==> src/rtl/param_sp_ram.sv <==
// param_sp_ram: single-port RAM with a pattern init sweep, 1- or 2-cycle read latency
// and read-first / write-first output on writes.
module param_sp_ram #(
    parameter int DATA_W    = 8,
    parameter int ADDR_W    = 8,
    parameter int INIT_TYPE = 0,
    parameter int RD_LAT    = 1,
    parameter int WR_MODE   = 0
) (
    input  logic              clk,
    input  logic              rst,
    input  logic              req,
    input  logic              we,
    input  logic [ADDR_W-1:0] addr,
    input  logic [DATA_W-1:0] din,
    input  logic              init_start,
    output logic              ready,
    output logic [DATA_W-1:0] dout,
    output logic              dout_valid
);
    typedef enum logic {INIT, READY} state_t;

    state_t            state, state_n;
    logic [ADDR_W-1:0] cnt, cnt_n;
    logic [DATA_W-1:0] ram [2**ADDR_W];
    logic [DATA_W-1:0] rd_data, s_data, p_data;
    logic              acc, s_valid, p_valid;

    function automatic logic [DATA_W-1:0] pattern(input logic [ADDR_W-1:0] i);
        logic [63:0] ix, p;
        ix = 64'(i);
        p = (INIT_TYPE == 1 && ix < 64'd8)  ? 64'h11 * (ix + 64'd1) :
            (INIT_TYPE == 2 && ix < 64'd16) ? ix : 64'd0;
        return p[DATA_W-1:0];
    endfunction

    assign ready   = (state == READY);
    assign acc     = req & ready;
    assign rd_data = (WR_MODE == 1 && we) ? din : ram[addr];
    // The stage register only sits in the output path for the two-cycle latency.
    assign p_valid = (RD_LAT == 2) ? s_valid : acc;
    assign p_data  = (RD_LAT == 2) ? s_data : rd_data;

    always_comb begin
        cnt_n   = (state == INIT) ? cnt + 1'b1 : '0;
        state_n = (state == INIT) ? ((&cnt) ? READY : INIT) : (init_start ? INIT : READY);
    end

    always_ff @(posedge clk or posedge rst) begin
        if (rst) begin
            state <= INIT;
            cnt   <= '0;
        end else begin
            state <= state_n;
            cnt   <= cnt_n;
        end
    end

    // Contents are never reset; the sweep rewrites every word after reset.
    always_ff @(posedge clk) begin
        if (state == INIT)
            ram[cnt] <= pattern(cnt);
        else if (acc && we)
            ram[addr] <= din;
    end

    always_ff @(posedge clk or posedge rst) begin
        if (rst) begin
            s_valid    <= 1'b0;
            s_data     <= '0;
            dout_valid <= 1'b0;
            dout       <= '0;
        end else begin
            s_valid    <= acc;
            if (acc)
                s_data <= rd_data;
            dout_valid <= p_valid;
            if (p_valid)
                dout <= p_data;
        end
    end
endmodule

==> config.mk <==
export PLATFORM = sky130hd
export DESIGN_NAME = param_sp_ram
export DESIGN_NICKNAME = d
export VERILOG_FILES = /design/src/rtl/param_sp_ram.sv
export SDC_FILE = /design/constraint.sdc
export NUM_CORES = 2
export LEC_CHECK = 0
export ABC_AREA = 0
export CORE_MARGIN = 1.5
export CORE_UTILIZATION = 52
export DETAILED_ROUTE_END_ITERATION = 7
export PLACE_DENSITY_LB_ADDON = 0.12
export SYNTH_ARGS = -nofsm -noshare
export SYNTH_HDL_FRONTEND = slang
export SYNTH_SLANG_ARGS = --single-unit
==> constraint.sdc <==
create_clock -name clk -period 13.3 [get_ports clk]
set_clock_uncertainty 0.15 [all_clocks]
set_input_delay 1.995 -clock clk [delete_from_list [all_inputs] [get_ports clk]]
set_output_delay 1.995 -clock clk [all_outputs]
set_load 0.02 [all_outputs]
==> impl_metrics.yaml <==
power_and_ir_drop:
  swShare_pct: 22.8
  p_per_area_mw_per_mm2: 152
  pwr-share-clk_pct: 39.6
  p_seq_share_pct: 53.7
  switchingPower_uw: 3060
  comb_power_share_pct: 6.7
  p_int_uw: 10400
  vdd_drop_max_mv: 0.117
  p_leak_uw: 0.0304
logic_synthesis:
  yosysWarningCount: 0
  netlist_area_sq_mm: 0.0803
  yosys-top-cells-area: "edfxtp_1 77%, mux4_2 13%, mux2i_1 2.0%"
  synth-edff-count: 2048
  syn_nets: 3765
  synthArstFlopShare_pct: 0.871
  yosys_register_bits: 2066
  avgSynthCellArea_sq_um: 21.4
  synth_ff_type: "edfxtp_1"
  yosysSeqAreaShare_pct: 77.2
  yosysTopAreaCell: "edfxtp_1"
  synth_cell_types: 53
  synthCells: 3743
  synth_top_cell_area_share_pct: 76.6
drt:
  detail_route.wirelength_um: 196000
  routed-via-count: 38700
  drtAntennaViolNets: 0
  drc: 0
  wire_per_inst_um: 32.7
  dr.pass1.iters: 8
  vias_per_cell: 6.44
  drtIter0Drc: 4520
placed_design:
  place.gp.congestion: 0.852
  hpwl_um: 119000
  io_buffers: 30
timing:
  slew_headroom_pct: -2.80
  fmax_mhz: 153
  hold-worst-slack_ns: 0.427
  fin_crit_sh_pct: 49.1
  hold_viol_final: 0
  finalSetupTns_ns: 0
  rsz0062_at_grt: "no"
  slew_violations: 9
  setup_viol: 0
  tightest_slew_ns: 1.53
  final.min_clock_period_ns: 6.53
clock_network:
  cts-root-buf: "clkbuf_16"
  clk_pin_slew_worst_paths_ns: 0.06
  tritoncts: "done"
  insertion_delay_ns: 0.83
  ctsHtreeMaxLevel: 4
  cts_max_path_buffers: 3
  holdBufCountCts: 0
  postCtsSetupBuffers: 0
  ctsResizeCount: 0
  clock-sinks: 2066
  cts-buffers-inserted: 201
critical_path:
  crit_path_end_kind: "register"
  worstSetupStartpointType: "primary input"
  crit_type: "primary input to register"
  cp-startpoint: "req"
  required_ns: 13.58
  rr_worst_depth: 6
  cp.arrival_ns: 6.81
  reg2reg_from: "ready$_DFF_PP0_"
  ff2ff_setup_slack_ns: 7.85
  path_max_fanout: 24
  reg2reg_to: "ram[98][2]$_DFFE_PP_"
die:
  start_util_pct: 52.6
  die_w_um: 396
  die_h_um: 396
  die_area_sq_mm: 0.157
  core_area_sq_mm: 0.153
  num_io_pins: 31
  num_rows: 143
hold_path:
  whs_endpoint: "cnt[0]$_DFF_PP0_"
  hold_class: "register to register"
  hp-start: "cnt[0]$_DFF_PP0_"
  holdPathStages: 1
global_route:
  grt_pass1_wl_um: 282000
  antenna_found_initial: 10
  grt_max_degree: 110
  grt_util_all_layers_pct: 25.2
  grt_pass1_vias: 39100
  grt_overflow_total: 0
cells_and_area:
  seqCellArea_sq_mm: 0.0619
  layout.nets: 3843
  final_layout_size_suffix_gt1_share_pct: 21.0
  multi_input_area_sq_mm: 0.0170
  areaGrowthSynthToFinish_pct: 10.2
  nFillCells: 10900
status:
  violations: "max-capacitance violations, max-slew violations"
  status: "complete, but fails checks"
run:
  drv_cap: 1
## flip-flops by register name (all words and copies together) (netlist names)
signal	cells
dout_valid	1
cnt	8
ram	2048
ready	1
dout	8
## critical path: stages
cell	delay, ns
clkdlybuf4s50_1	0.61
and3_1	0.28
buf_4	0.23
o31ai_1	1.23
nand3_1	0.90
buf_4	0.52
nor2_1	1.01
## power groups by stage
stage	sequential [uW]	combinational, uW	clock, uW
after floorplan	7320	518	0
after detailed placement	7350	892	0
after global routing	7220	933	5630
final	7210	899	5330
after CTS	7210	895	5400
after global placement	7340	886	0
## cell usage in the layout (no fill, tap or decap), drive strengths merged, types with 43 or more instances in the layout
master and instances:
buf 72, clkbuf 268, clkinv 82, edfxtp 2048, mux2i 161, mux4 471, nand2 51, nor2 282
o21ai 43, o221ai 69, o22ai 107
## worst max-delay path by stage
stage                                      end  cells after the start
final                     ram[98][2]$_DFFE_PP_                      7
after global routing       dout[2]$_DFFE_PP0N_                     10
after CTS                  dout[2]$_DFFE_PP0N_                     10
after detailed placement   dout[2]$_DFFE_PP0N_                     10
after global placement     dout[1]$_DFFE_PP0N_                     10
after floorplan            ram[0][0]$_DFFE_PP_                      4
## synth_stat cells, drive strengths merged (4+ instances only)
cell type / number
o22a: 7
nand2: 51
dfrtp: 18
a211oi: 9
nand4b: 7
nand3: 34
buf: 138
nand3b: 12
nor4: 24
o21ai: 43
a21oi: 36
a22o: 7
and2: 15
nand2b: 6
mux4: 471
o22ai: 107
nor3: 5
a22oi: 15
inv: 4
clkbuf: 85
or3: 4
o31ai: 7
o2111ai: 8
a2111oi: 7
o221ai: 69
edfxtp: 2048
mux2i: 161
mux2: 30
xor2: 4
nor2: 282
or3b: 4
a221oi: 7
## metal layers
layer / GRT usage (%) / wire [um]
met5: 0 / 0
met4: 7.34 / 5010
met3: 5.56 / 17900
met2: 39.5 / 94700
met1: 35.9 / 78700
## cell families (layout without fill, tap and decap cells)
family | Yosys count | after routing | synth area share (%)
AOI/OAI and AO/OA | 329 | 329 | 2.88
other | 0 | 2 | 0
and+or+nand+nor | 452 | 452 | 2.48
muxes | 662 | 662 | 15.7
adders and majority gates | 1 | 1 | 0.0156
xor gates and xnor gates | 6 | 6 | 0.0655
buffers and inverters | 227 | 464 | 1.65
DFF | 2066 | 2066 | 77.2
## cell type report
class,instances,share of cell area (%)
Antenna cell,2,0.00566
Clock buffer,268,6.15
Clock inverter,94,0.709
Inverter,4,0.0170
Multi-Input combinational cell,1450,19.3
Sequential cell,2066,70.0
Tap cell,2030,2.87
Timing Repair Buffer,98,0.955
## stage by stage
| step | std cells | setup WS (ns) | utilization [%] | power [uW] | cell area, sq um |
|---|---|---|---|---|---|
| floorplan | 3743 | 6.42 | - | 7840 | 80300 |
| global placement | 5648 | 5.95 | 54.0 | 8230 | 82400 |
| detailed placement | 5648 | 5.94 | 54.0 | 8240 | 82400 |
| CTS | 6010 | 6.81 | 58.0 | 13500 | 88400 |
| global route | 6010 | 6.37 | 58.0 | 13800 | 88400 |
| finish | 6012 | 6.77 | 58.0 | 13400 | 88500 |
No activity file was read; power rests on OpenSTA's default activity.
